## src/rtl/alu_pkg.sv

```systemverilog
// rtl/alu_pkg.sv - shared ALU opcodes, instruction layout and sequencer types
package alu_pkg;

    localparam int DEF_DATA_W = 4;
    localparam int DEF_NREGS  = 4;

    localparam int INSTR_W = 10;
    localparam int LD_POS  = 9;
    localparam int OP_LSB  = 6;
    localparam int OP_W    = 3;
    localparam int RD_LSB  = 4;
    localparam int RS1_LSB = 2;
    localparam int RS2_LSB = 0;
    localparam int REG_W   = 2;
    localparam int IMM_W   = 4;

    localparam logic [OP_W-1:0] ALU_ADD  = 3'b000;
    localparam logic [OP_W-1:0] ALU_SUB  = 3'b001;
    localparam logic [OP_W-1:0] ALU_AND  = 3'b010;
    localparam logic [OP_W-1:0] ALU_OR   = 3'b011;
    localparam logic [OP_W-1:0] ALU_XOR  = 3'b100;
    localparam logic [OP_W-1:0] ALU_SHL1 = 3'b101;
    localparam logic [OP_W-1:0] ALU_SHR1 = 3'b110;
    localparam logic [OP_W-1:0] ALU_NOT  = 3'b111;

    typedef enum logic {
        IDLE = 1'b0,
        EXEC = 1'b1
    } state_t;

    // Field order mirrors the bit positions above; imm overlays {rs1, rs2}.
    typedef struct packed {
        logic             ld;
        logic [OP_W-1:0]  op;
        logic [REG_W-1:0] rd;
        logic [REG_W-1:0] rs1;
        logic [REG_W-1:0] rs2;
    } instr_t;

    function automatic logic op_sets_carry(input logic [OP_W-1:0] op);
        return (op == ALU_ADD) || (op == ALU_SUB);
    endfunction

endpackage

```

## src/rtl/alu_issue_ctrl_if.sv

```systemverilog
// rtl/alu_issue_ctrl_if.sv - instruction, ALU, writeback and debug signals of the issue controller
interface alu_issue_ctrl_if #(
    parameter int DATA_W = alu_pkg::DEF_DATA_W
);
    logic                      in_valid;
    logic                      in_ready;
    logic [alu_pkg::INSTR_W-1:0] in_instr;
    logic [DATA_W-1:0]         alu_a;
    logic [DATA_W-1:0]         alu_b;
    logic [alu_pkg::OP_W-1:0]  alu_sel;
    logic [DATA_W-1:0]         alu_result;
    logic                      alu_carry;
    logic                      wb_valid;
    logic [alu_pkg::REG_W-1:0] wb_addr;
    logic                      c_flag;
    logic                      z_flag;
    logic [alu_pkg::REG_W-1:0] dbg_addr;
    logic [DATA_W-1:0]         dbg_data;

    modport slave (
        input  in_valid, in_instr, alu_result, alu_carry, dbg_addr,
        output in_ready, alu_a, alu_b, alu_sel, wb_valid, wb_addr, c_flag, z_flag, dbg_data
    );

    modport master (
        output in_valid, in_instr, alu_result, alu_carry, dbg_addr,
        input  in_ready, alu_a, alu_b, alu_sel, wb_valid, wb_addr, c_flag, z_flag, dbg_data
    );
endinterface

```

## src/rtl/alu_regfile.sv

```systemverilog
// rtl/alu_regfile.sv - register file with two operand reads, a debug read and one write port
module alu_regfile #(
    parameter int DATA_W = 4,
    parameter int NREGS  = 4
) (
    input  logic                     clk,
    input  logic                     rst,
    input  logic [$clog2(NREGS)-1:0] rd0_addr,
    output logic [DATA_W-1:0]        rd0_data,
    input  logic [$clog2(NREGS)-1:0] rd1_addr,
    output logic [DATA_W-1:0]        rd1_data,
    input  logic [$clog2(NREGS)-1:0] dbg_addr,
    output logic [DATA_W-1:0]        dbg_data,
    input  logic                     wr_en,
    input  logic [$clog2(NREGS)-1:0] wr_addr,
    input  logic [DATA_W-1:0]        wr_data
);

    logic [DATA_W-1:0] rf [NREGS];

    always_ff @(posedge clk or posedge rst) begin
        if (rst) begin
            for (int i = 0; i < NREGS; i++) begin
                rf[i] <= '0;
            end
        end else if (wr_en) begin
            rf[wr_addr] <= wr_data;
        end
    end

    assign rd0_data = rf[rd0_addr];
    assign rd1_data = rf[rd1_addr];
    assign dbg_data = rf[dbg_addr];

endmodule

```

## src/rtl/alu_issue_ctrl.sv

```systemverilog
// rtl/alu_issue_ctrl.sv - two-cycle issue sequencer feeding a combinational 4-bit ALU
module alu_issue_ctrl #(
    parameter int DATA_W = alu_pkg::DEF_DATA_W,
    parameter int NREGS  = alu_pkg::DEF_NREGS
) (
    input  logic          clk,
    input  logic          rst,
    alu_issue_ctrl_if.slave bus
);
    import alu_pkg::*;

    state_t            state;
    state_t            state_nxt;
    instr_t            ir;
    logic [DATA_W-1:0] rs1_data;
    logic [DATA_W-1:0] rs2_data;
    logic [DATA_W-1:0] wr_data;
    logic              wr_en;

    alu_regfile #(
        .DATA_W (DATA_W),
        .NREGS  (NREGS)
    ) u_regfile (
        .clk      (clk),
        .rst      (rst),
        .rd0_addr (ir.rs1),
        .rd0_data (rs1_data),
        .rd1_addr (ir.rs2),
        .rd1_data (rs2_data),
        .dbg_addr (bus.dbg_addr),
        .dbg_data (bus.dbg_data),
        .wr_en    (wr_en),
        .wr_addr  (ir.rd),
        .wr_data  (wr_data)
    );

    always_ff @(posedge clk or posedge rst) begin
        if (rst) begin
            state <= IDLE;
            ir    <= '0;
        end else begin
            state <= state_nxt;
            if (state == IDLE && bus.in_valid) begin
                ir <= instr_t'(bus.in_instr);
            end
        end
    end

    always_comb begin
        state_nxt = state;
        case (state)
            IDLE:    if (bus.in_valid) state_nxt = EXEC;
            EXEC:    state_nxt = IDLE;
            default: state_nxt = IDLE;
        endcase
    end

    // ALU operands are presented for loads too; the result is simply not used then.
    always_comb begin
        bus.in_ready = 1'b0;
        bus.alu_a    = '0;
        bus.alu_b    = '0;
        bus.alu_sel  = '0;
        wr_en        = 1'b0;
        case (state)
            IDLE: bus.in_ready = 1'b1;
            EXEC: begin
                bus.alu_a   = rs1_data;
                bus.alu_b   = rs2_data;
                bus.alu_sel = ir.op;
                wr_en       = 1'b1;
            end
            default: bus.in_ready = 1'b0;
        endcase
    end

    assign wr_data = ir.ld ? DATA_W'({ir.rs1, ir.rs2}) : bus.alu_result;

    always_ff @(posedge clk or posedge rst) begin
        if (rst) begin
            bus.wb_valid <= 1'b0;
            bus.wb_addr  <= '0;
            bus.c_flag   <= 1'b0;
            bus.z_flag   <= 1'b0;
        end else begin
            bus.wb_valid <= wr_en;
            if (wr_en) begin
                bus.wb_addr <= ir.rd;
                bus.z_flag  <= (wr_data == '0);
                if (!ir.ld && op_sets_carry(ir.op)) begin
                    bus.c_flag <= bus.alu_carry;
                end
            end
        end
    end

endmodule
```

## src/flat_wrapper.sv

```systemverilog
// flat-port wrapper written by rule: the top's interface ports become plain ports
module alu_issue_ctrl_flat import alu_pkg::*;
#(
    parameter int DATA_W = alu_pkg::DEF_DATA_W,
    parameter int NREGS  = alu_pkg::DEF_NREGS
)
  (clk, rst, bus_in_valid, bus_in_instr, bus_alu_result, bus_alu_carry, bus_dbg_addr, bus_in_ready, bus_alu_a, bus_alu_b, bus_alu_sel, bus_wb_valid, bus_wb_addr, bus_c_flag, bus_z_flag, bus_dbg_data);
  alu_issue_ctrl_if #(.DATA_W(DATA_W)) bus_i ();
  input  logic clk;
  input  logic rst;
  input wire logic [$bits(bus_i.in_valid)-1:0] bus_in_valid;
  input wire logic [$bits(bus_i.in_instr)-1:0] bus_in_instr;
  input wire logic [$bits(bus_i.alu_result)-1:0] bus_alu_result;
  input wire logic [$bits(bus_i.alu_carry)-1:0] bus_alu_carry;
  input wire logic [$bits(bus_i.dbg_addr)-1:0] bus_dbg_addr;
  output wire logic [$bits(bus_i.in_ready)-1:0] bus_in_ready;
  output wire logic [$bits(bus_i.alu_a)-1:0] bus_alu_a;
  output wire logic [$bits(bus_i.alu_b)-1:0] bus_alu_b;
  output wire logic [$bits(bus_i.alu_sel)-1:0] bus_alu_sel;
  output wire logic [$bits(bus_i.wb_valid)-1:0] bus_wb_valid;
  output wire logic [$bits(bus_i.wb_addr)-1:0] bus_wb_addr;
  output wire logic [$bits(bus_i.c_flag)-1:0] bus_c_flag;
  output wire logic [$bits(bus_i.z_flag)-1:0] bus_z_flag;
  output wire logic [$bits(bus_i.dbg_data)-1:0] bus_dbg_data;
  assign bus_i.in_valid = bus_in_valid;
  assign bus_i.in_instr = bus_in_instr;
  assign bus_i.alu_result = bus_alu_result;
  assign bus_i.alu_carry = bus_alu_carry;
  assign bus_i.dbg_addr = bus_dbg_addr;
  assign bus_in_ready = bus_i.in_ready;
  assign bus_alu_a = bus_i.alu_a;
  assign bus_alu_b = bus_i.alu_b;
  assign bus_alu_sel = bus_i.alu_sel;
  assign bus_wb_valid = bus_i.wb_valid;
  assign bus_wb_addr = bus_i.wb_addr;
  assign bus_c_flag = bus_i.c_flag;
  assign bus_z_flag = bus_i.z_flag;
  assign bus_dbg_data = bus_i.dbg_data;
  alu_issue_ctrl #(.DATA_W(DATA_W), .NREGS(NREGS)) u_core (.clk(clk), .rst(rst), .bus(bus_i));
endmodule
```

## config.mk

```make
export PLATFORM = sky130hd
export DESIGN_NAME = alu_issue_ctrl_flat
export DESIGN_NICKNAME = d
export VERILOG_FILES = /design/src/rtl/alu_pkg.sv /design/src/rtl/alu_issue_ctrl_if.sv /design/src/rtl/alu_regfile.sv /design/src/rtl/alu_issue_ctrl.sv /design/src/flat_wrapper.sv
export SDC_FILE = /design/constraint.sdc
export NUM_CORES = 1
export LEC_CHECK = 0
export CAP_MARGIN = 20
export CORE_MARGIN = 4
export CORE_UTILIZATION = 44
export DETAILED_ROUTE_END_ITERATION = 10
export MAX_ROUTING_LAYER = met4
export PLACE_DENSITY = 0.75
export SYNTH_ARGS = -nofsm -noshare
export SYNTH_HDL_FRONTEND = slang
export SYNTH_HIERARCHICAL = 1
export SYNTH_SLANG_ARGS = --single-unit
```

## constraint.sdc

```tcl
create_clock -name clk -period 1.25 [get_ports clk]
set_input_delay 0.1875 -clock clk [delete_from_list [all_inputs] [get_ports clk]]
set_output_delay 0.1875 -clock clk [all_outputs]
set_load 0.01 [all_outputs]
```

==> results_dict.tcl, run 1 <==
set metrics [dict create \
    status "complete, but fails checks" \
    violations "negative setup slack" \
    post-route-cell-area_mm2 0.00280 \
    crit_fanout 5 \
    numCtsBuffers 5 \
    netlist_area_mm2 0.00162 \
    cts_buffer_depth 2 \
    drt-met1-wl_um 2040 \
    io_buffers 40 \
    drtIter0Drc 57 \
    crit_top_cell "buf_6" \
    place_congestion 0.796 \
    ir_drop_v 0.000994 \
    crit_type "flop to primary output" \
    yosysWarningCount 6 \
    area_growth_pct 73.2 \
    antenna_found_initial 0 \
    rsz0062_at_grt "yes" \
    clock_latency_ns 0.28 \
    grt_pass1_wl_um 7470 \
    grt_overflow 0 \
    syn_area_per_cell_um2 16.0 \
    grt_max_degree 17 \
    cp_slowest_cell "mux4_2" \
    cp.required_ns 1.06 \
    hold_path_class "primary input to async pin" \
    netlist_instances 101 \
    finClkSkew_ns 0.00777 \
    cap_viol_max_count 0 \
    layout_commonest_cell "buf_6" \
    numClockSinks 32 \
    synth.yosys.seq_area_share 0.495 \
    worstPathCellList "buf_6, mux4_2, and2_4, buf_6" \
    io_pins 41 \
    clk_pin_slew_ns 0.07 \
    htreeDepth 2 \
    drive_above_1_share 0.710 \
    setup_slack_ns -0.574 \
    total_power_mw 4.91 \
    grt_usage 0.236 \
    vias 1287 \
    grt_pass1_vias 1413 \
    final_nets 212 \
    leakage_nw 1.29 \
    arrival_ns 1.64 \
    start_util 0.470 \
    route.detailed.wl_per_inst_um 20.6 \
    synth_cell_types 16 \
    root_buffer "clkbuf_8" \
    route.detailed.drc 0 \
    routed_wl_um 4930 \
    fp.dieW_um 68.7 \
    num_antenna_cells 0 \
    min_period_over_period 1.46 \
    die_h_um 68.7 \
    slowest_delay_ns 0.51 \
    stdcell_count 239 \
    met3_wirelength_um 134 \
    fmax_mhz 548 \
    nFillCells 168 \
    power_density_mw_per_mm2 1750 \
    synth_seq_cells 32 \
    cp-startpoint "u_core/ir[0]" \
    viasPerCell 5.38 \
    crit_path_start_kind "flop" \
    rows 21 \
    final_cell_mix "buf_6, mux2_4, dfrtp_1, clkdlybuf4s50_1, buf_4" \
    wl_met2_um 2650 \
    worstSetupEndpointType "primary output" \
    ant_nets 0 \
    cts_tree "built" \
    min_period_ns 1.82 \
    top_layer "met4" \
    core_area_mm2 0.00344 \
    hold_viol 0 \
    place_area_mm2 0.00222 \
    crit-reg2reg-launch "u_core/ir[2]" \
    setup_tns_ns -12.44 \
    drv_slew 0 \
    first_pass_iters 4 \
    worst_pin_slew_ns 0.295 \
    dpl.hpwl_um 2900 \
    synth_nets 121 \
    setup_viol 45 \
    dieArea_mm2 0.00471 \
    relSlewSlack 0.804 \
    dp_cells 203 \
]
-- cells in the mapped netlist --
| library cell | n | area [um^2] |
|---|---|---|
| dfrtp_1 | 32 | 801 |
| mux2_2 | 21 | 236 |
| and2_1 | 11 | 68.8 |
| mux2_1 | 11 | 124 |
| mux4_2 | 9 | 203 |
| mux4_1 | 3 | 78.8 |
| inv_1 | 2 | 7.51 |
| mux2_4 | 2 | 30.0 |
| nand3b_1 | 2 | 15.0 |
| nor4_1 | 2 | 12.5 |
| buf_2 | 1 | 5.00 |
| clkbuf_1 | 1 | 3.75 |
| inv_2 | 1 | 3.75 |
| nand3_1 | 1 | 5.00 |
| nor2b_1 | 1 | 6.26 |
| nor3b_4 | 1 | 18.8 |
-- logic make-up after synthesis --
logic type | count (synthesis) | synth area share
and+or+nand+nor | 18 | 0.0781
buffers and inverters | 5 | 0.0124
DFF | 32 | 0.495
muxes | 46 | 0.415
-- cell type report --
type / instances / area [um^2] / share of cell area
Sequential cell: 32 / 811 / 0.289
Inverter: 3 / 13.8 / 0.00491
Tap cell: 46 / 57.6 / 0.0205
Clock inverter: 1 / 5.00 / 0.00178
Multi-Input combinational cell: 64 / 962 / 0.343
Clock buffer: 7 / 76.3 / 0.0272
Timing Repair Buffer: 86 / 878 / 0.313
-- power breakdown --
part	switching, mW	total (mW)	internal (mW)
sequential	0.416	1.81	1.40
clock	0.362	0.752	0.390
combinational	0.679	2.34	1.66
-- stage by stage --
step                      hold slack (ns)  setup slack, ns   util
final                              0.0948           -0.574  0.815
after detailed placement            0.394           -0.784  0.646
after CTS                          0.0881           -0.567  0.791
after floorplan                     0.101          -0.0710      -
after global routing                0.106           -0.613  0.815
after global placement              0.382           -0.751  0.646
-- registers in the layout, summed over array words and instances (netlist names) --
register,cells
u_core/u_regfile/rf,16
u_core/bus.wb_valid,1
u_core/ir,10
u_core/bus.z_flag,1
u_core/bus.wb_addr,2
u_core/state,1
u_core/bus.c_flag,1
-- layer usage --
layer	global-route usage	vias to the layer above
li1	-	562
met1	0.277	688
met2	0.391	28
met3	0.0486	9
met4	0.107	0
met5	-	-
-- final timing paths --
| path | end | slack [ns] | cells past startpoint |
|---|---|---|---|
| worst max-delay path | bus_alu_b[3] | -0.57 | 4 |
| worst min-delay path | u_core/bus.wb_addr[0] | 0.09 | 2 |
| worst max register to register | u_core/u_regfile/rf[6] | -0.30 | 5 |
| worst min register to register | u_core/bus.wb_addr[0] | 0.51 | 1 |
| max in group asynchronous | u_core/state | 0.75 | 3 |
| min in group clk | u_core/bus.wb_addr[0] | 0.51 | 1 |
-- repair_timing --
action,4_1_cts,5_1_grt
gates resized for setup,150,15
hold buffers,0,0
setup buffers,21,8
pin swaps,10,0
setup endpoints to repair,51,46
gates cloned,2,0
-- critical path, delay by kind of cell, from the launching register on --
family | cells | cell delay (ns)
flip-flops | 1 | 0.44
AND/OR/NAND/NOR | 1 | 0.16
buffers and inverters | 2 | 0.24
multiplexers | 1 | 0.51
Note: power is estimated with default switching activity, not from simulation.
==> run 2, diff against run 1 <==
--- a/config.mk
+++ b/config.mk
@@ -7,11 +7,11 @@
 export LEC_CHECK = 0
 export CAP_MARGIN = 20
 export CORE_MARGIN = 4
-export CORE_UTILIZATION = 44
+export CORE_UTILIZATION = 43
 export DETAILED_ROUTE_END_ITERATION = 10
 export MAX_ROUTING_LAYER = met4
 export PLACE_DENSITY = 0.75
+export SKIP_LAST_GASP = 1
 export SYNTH_ARGS = -nofsm -noshare
 export SYNTH_HDL_FRONTEND = slang
-export SYNTH_HIERARCHICAL = 1
 export SYNTH_SLANG_ARGS = --single-unit
==> run 2 against run 1 <==
The flow still finishes with violations (negative setup slack). Highest routed layer unchanged. Combinational power fell by 15%. Wire length grew 1.4%. Clock skew down 0.0045 ns. First-iteration DRC count is 86% higher. Critical path type unchanged. Fmax barely moved. Design area fell by 5.6%. Final cell count grew 3.3%. Utilization decreased by 4.5 points. Largest power group unchanged. Synthesized cell count grew 20%. Critical path depth did not move.
==> results_dict.tcl, run 2 <==
set metrics [dict create \
    clk_pin_slew_ns 0.06 \
    arrival_ns 1.64 \
    num_antenna_cells 0 \
    setup_tns_ns -7.63 \
    antenna_found_initial 0 \
    worstPathCellList "buf_6, mux4_2, and2_4, buf_6" \
    synth_area_leader_cell "dfrtp_1" \
    post-route-cell-area_mm2 0.00265 \
    grt_overflow 0 \
    synth_seq_cells 32 \
    crit_path_start_kind "flop" \
    setup_slack_ns -0.574 \
    layout_commonest_cell "dfrtp_1" \
    p_comb_frac 0.438 \
    violations "negative setup slack" \
    min_period_over_period 1.46 \
    synth_top_cell_area_share 0.504 \
    area_growth_pct 66.5 \
    first_pass_iters 4 \
    crit_top_cell "buf_6" \
    final_nets 221 \
    root_buffer "clkbuf_8" \
    dpl.hpwl_um 2880 \
    status "complete, but fails checks" \
    finClkSkew_ns 0.00323 \
    synth.yosys.seq_area_share 0.504 \
    io_pins 41 \
    crit_fanout 4 \
    rows 21 \
    worst_r2r_path_depth 5 \
    cts_hold_buf 0 \
    grt_pass1_vias 1337 \
    ys_async_sr_fraction 1.00 \
    fp.dieW_um 68.8 \
    htreeDepth 2 \
    clock_latency_ns 0.29 \
    stdcell_count 247 \
    cp_slowest_cell "mux4_2" \
    netlist_top_cells_area "dfrtp_1, mux4_2, mux2_2" \
    holdWs_ns 0.235 \
    worstSetupEndpointType "primary output" \
    crit-reg2reg-launch "u_core.state" \
    r2r_slack_ns -0.20 \
    power_density_mw_per_mm2 1720 \
    regMostFlops "u_core.u_regfile.rf" \
    hold_path_class "primary input to async pin" \
    viasPerCell 5.52 \
    crit_type "flop to primary output" \
    cts_buffer_depth 2 \
    relSlewSlack 0.769 \
    grt_pass1_wl_um 6890 \
    yosysWarningCount 0 \
    yosys-top-cells-count "dfrtp_1, mux2_2, nand2_1, mux4_2, o21ai_0" \
    leakage_nw 1.19 \
    grt_max_degree 33 \
    place_area_mm2 0.00221 \
    syn_area_per_cell_um2 13.1 \
    internal_power_mw 3.13 \
    numClockSinks 32 \
    dp_slack_ns -0.822 \
    netlist_instances 121 \
    numCtsBuffers 5 \
    hold_viol 0 \
    slowest_delay_ns 0.50 \
    p_sw_mw 1.44 \
    ir_drop_v 0.000990 \
    drv_slew 0 \
    cap_viol_max_count 0 \
    route.detailed.wl_per_inst_um 20.3 \
    place_congestion 0.823 \
    synth_most_common_cell "dfrtp_1" \
    post-route-util 0.769 \
    drive_above_1_share 0.592 \
    min_period_ns 1.82 \
    start_util 0.462 \
    fmax_mhz 548 \
    core_area_mm2 0.00344 \
    switching_share 0.315 \
    p_clk_frac 0.187 \
    synth_cell_types 22 \
    io_buffers 40 \
    cts_tree "built" \
    dp_cells 221 \
    cp.required_ns 1.06 \
    netlist_area_mm2 0.00159 \
    worst_pin_slew_ns 0.346 \
    total_power_mw 4.57 \
    route.detailed.drc 0 \
    seqPwrFrac 0.375 \
    die_h_um 68.8 \
    largest_reg_flops 16 \
    r2r_end "u_core.ir[0]" \
    grt_usage 0.220 \
    synth-edff-count 0 \
    vias 1363 \
    drtIter0Drc 106 \
    nFillCells 197 \
    routed_wl_um 5000 \
    ant_nets 0 \
    rsz0062_at_grt "yes" \
    dieArea_mm2 0.00474 \
    largestRegisters "u_core.u_regfile.rf: 16 flops, u_core.ir: 10 flops, u_core.bus.wb_addr: 2 flops" \
    setup_viol 32 \
    synth-main-ff-cell "dfrtp_1" \
    synth_nets 141 \
    final_cell_mix "dfrtp_1, buf_4, buf_6, clkdlybuf4s50_1, nand2_1" \
]
-- run 2: cell types whose count changed in the layout (fill, tap and decap cells not counted), moves of 6 or more --
cell,previous run,this run
mux2_4,28,11
buf_4,16,24
buf_6,44,23
o21ai_0,0,7
o21ai_1,0,6
nand2_1,0,13
-- run 2: area by class of cell --
| cell class | instances | area [um^2] | area share |
|---|---|---|---|
| clock buffers | 7 | 96.3 | 0.0364 |
| inverters | 2 | 15.0 | 0.00567 |
| multi-input cells | 81 | 885 | 0.334 |
| flip-flops and latches | 32 | 807 | 0.305 |
| well taps | 46 | 57.6 | 0.0217 |
| repair buffers | 79 | 787 | 0.297 |
-- run 2: cells by family (layout without fill, tap and decap cells) --
kind of cell           Yosys count  count (layout)  synth area share
and+or+nand+nor                 35              35             0.120
muxes                           29              29             0.287
AOI/OAI and AO/OA               17              17            0.0535
DFF                             32              32             0.504
buffers and inverters            8              88            0.0362
-- run 2: worst max path at each step --
| stage | cells past startpoint | slack, ns | start | end |
|---|---|---|---|---|
| 2_1_floorplan | 3 | -0.03 | u_core.ir[2] | bus_alu_a[0] |
| 3_3_place_gp | 3 | -0.79 | bus_dbg_addr[0] | bus_dbg_data[1] |
| 3_5_place_dp | 3 | -0.82 | bus_dbg_addr[0] | bus_dbg_data[1] |
| 4_1_cts | 4 | -0.53 | u_core.ir[0] | bus_alu_b[1] |
| 5_1_grt | 4 | -0.61 | u_core.ir[0] | bus_alu_b[0] |
| 6_report | 4 | -0.57 | u_core.ir[0] | bus_alu_b[0] |
-- run 2: power by group through the flow --
stage	Clock, mW	Sequential, mW	Combinational [mW]
6_report	0.854	1.71	2.00
5_1_grt	0.922	1.75	2.11
4_1_cts	0.873	1.67	1.64
3_5_place_dp	0	1.69	1.54
3_3_place_gp	0	1.65	1.50
2_1_floorplan	0	1.58	0.897
-- run 2: worst max-delay path, delay by kind of cell, from the launching register on --
kind / cells / cell delay, ns
and+or+nand+nor: 1 / 0.19
muxes: 1 / 0.50
buffers and inverters: 2 / 0.24
DFF: 1 / 0.42
-- run 2: metal layers --
layer | global-route usage | routed length, um | share of wire | vias to the layer above
met5 | - | 0 | 0 | -
met4 | 0.119 | 157 | 0.031 | 0
met3 | 0.0357 | 208 | 0.042 | 17
met2 | 0.374 | 2700 | 0.54 | 60
met1 | 0.246 | 1940 | 0.39 | 689
li1 | - | - | - | 597
-- run 2: repair_timing --
item / in CTS / in global routing
pin swaps: 8 / 7
gates resized for setup: 103 / 40
setup endpoints to repair: 45 / 44
cloned: 1 / 0
setup buffers: 12 / 7
==> run 3, diff against run 2 <==
--- a/config.mk
+++ b/config.mk
@@ -7,10 +7,11 @@
 export LEC_CHECK = 0
 export CAP_MARGIN = 20
 export CORE_MARGIN = 4
-export CORE_UTILIZATION = 43
+export CORE_UTILIZATION = 45
+export CTS_BUF_LIST = sky130_fd_sc_hd__clkbuf_8
 export DETAILED_ROUTE_END_ITERATION = 10
 export MAX_ROUTING_LAYER = met4
-export PLACE_DENSITY = 0.75
+export PLACE_DENSITY = 0.77
 export SKIP_LAST_GASP = 1
 export SYNTH_ARGS = -nofsm -noshare
 export SYNTH_HDL_FRONTEND = slang
==> run 3 against run 2 <==
The flow still finishes with violations (negative setup slack). Via count grew 0.88%. Die area shrank 3.9%. Wire length shrank 5.6%. Sequential share of layout area shrank 1.1 points. Non-clock buffer count grew 4. Hold slack gained 0.019 ns. Clock skew grew 0.0035 ns. Utilization grew 4.6 points. Power grew 4.3%. First-iteration DRC count shrank 8.5%. Critical path type unchanged. Largest cell class unchanged.
==> results_dict.tcl, run 3 (same netlist as run 2, synthesis figures left out) <==
set metrics [dict create \
    post-route-cell-area_mm2 0.00274 \
    cap_viol_max_count 0 \
    vias 1375 \
    place_congestion 0.713 \
    finClkSkew_ns 0.00670 \
    status "complete, but fails checks" \
    total_power_mw 4.76 \
    antenna_found_initial 0 \
    min_period_over_period 1.43 \
    rows 21 \
    grt_pass1_vias 1546 \
    core_area_mm2 0.00336 \
    dp_slack_ns -0.805 \
    largest_reg_flops 16 \
    root_buffer "clkbuf_8" \
    num_antenna_cells 0 \
    leakage_nw 1.21 \
    start_util 0.473 \
    hold_viol 0 \
    crit_type "flop to primary output" \
    crit_path_start_kind "flop" \
    power_density_mw_per_mm2 1740 \
    setup_slack_ns -0.534 \
    io_pins 41 \
    setup_tns_ns -7.62 \
    dp_cells 226 \
    grt_usage 0.231 \
    hold_path_class "primary input to async pin" \
    final_cell_mix "buf_6, dfrtp_1, buf_4, clkdlybuf4s50_1, mux4_2" \
    worstSetupEndpointType "primary output" \
    layout_commonest_cell "buf_6" \
    numCtsBuffers 5 \
    first_pass_iters 4 \
    ir_drop_v 0.00105 \
    route.detailed.drc 0 \
    rsz0062_at_grt "yes" \
    cts_buffer_depth 2 \
    cp.required_ns 1.06 \
    grt_pass1_wl_um 7270 \
    clk_pin_slew_ns 0.07 \
    place_area_mm2 0.00223 \
    ant_nets 0 \
    min_period_ns 1.78 \
    route.detailed.wl_per_inst_um 18.8 \
    cts_tree "built" \
    setup_viol 38 \
    grt_max_degree 33 \
    regMostFlops "u_core.u_regfile.rf" \
    fp.dieW_um 67.4 \
    fmax_mhz 561 \
    die_h_um 67.4 \
    violations "negative setup slack" \
    drtIter0Drc 97 \
    viasPerCell 5.48 \
    drive_above_1_share 0.654 \
    dieArea_mm2 0.00455 \
    clock_latency_ns 0.28 \
    htreeDepth 2 \
    crit_fanout 4 \
    arrival_ns 1.60 \
    numClockSinks 32 \
    relSlewSlack 0.786 \
    io_buffers 40 \
    largestRegisters "u_core.u_regfile.rf: 16 flops, u_core.ir: 10 flops, u_core.bus.wb_addr: 2 flops" \
    nFillCells 208 \
    drv_slew 0 \
    dpl.hpwl_um 2860 \
    stdcell_count 251 \
    routed_wl_um 4720 \
    cts_hold_buf 0 \
    final_nets 225 \
    area_growth_pct 72.5 \
    grt_overflow 0 \
    worst_pin_slew_ns 0.320 \
]
-- run 3: changes by cell type in the layout (fill, tap and decap cells not counted), sizes merged --
cell    delta
buf        +5
clkbuf     -1
-- run 3: final cells by class --
type | count | area (um^2) | share of cell area
Clock buffer | 7 | 96.3 | 0.0351
Inverter | 2 | 12.5 | 0.00456
Multi-Input combinational cell | 81 | 950 | 0.346
Sequential cell | 32 | 807 | 0.294
Tap cell | 46 | 57.6 | 0.0210
Timing Repair Buffer | 83 | 820 | 0.299
-- run 3: worst max-delay path, stage by stage, from the launching register on --
cell     delay [ns]
dfrtp_2        0.45
buf_6          0.13
mux4_2         0.48
and2_4         0.15
buf_6          0.11
-- run 3: final timing paths --
kind | startpoint | endpoint | slack (ns) | cells after the start
worst min-delay path | rst | u_core.state | 0.25 | 3
min in group clk | u_core.bus.wb_addr[0] | u_core.bus.wb_addr[0] | 0.51 | 1
worst max-delay path | u_core.ir[0] | bus_alu_b[0] | -0.53 | 4
max in group asynchronous | rst | u_core.ir[0] | 0.81 | 3
worst min register to register | u_core.bus.wb_addr[0] | u_core.bus.wb_addr[0] | 0.51 | 1
worst max register to register | u_core.state | u_core.ir[3] | -0.14 | 5
-- run 3: layer usage --
layer | up-vias | routed length [um] | track usage
met4 | 0 | 127 | 0.0937
met1 | 701 | 1720 | 0.241
met2 | 56 | 2630 | 0.421
met3 | 13 | 250 | 0.0499
li1 | 605 | - | -
met5 | - | 0 | -
-- run 3: repair_timing --
item / 4_1_cts / 5_1_grt
setup endpoints to repair: 45 / 44
resized for setup: 122 / 48
buffers inserted: 16 / 4
pin swaps: 9 / 7
cloned: 2 / 0
-- run 3: where the power goes --
group	internal, mW	switching [mW]
Clock	0.490	0.360
Sequential	1.35	0.379
Combinational	1.43	0.757
-- run 3: stage by stage --
stage          utilization  hold slack, ns
3_3_place_gp         0.664           0.483
6_report             0.815           0.255
3_5_place_dp         0.664           0.492
4_1_cts              0.769           0.259
2_1_floorplan            -           0.304
5_1_grt              0.815           0.274
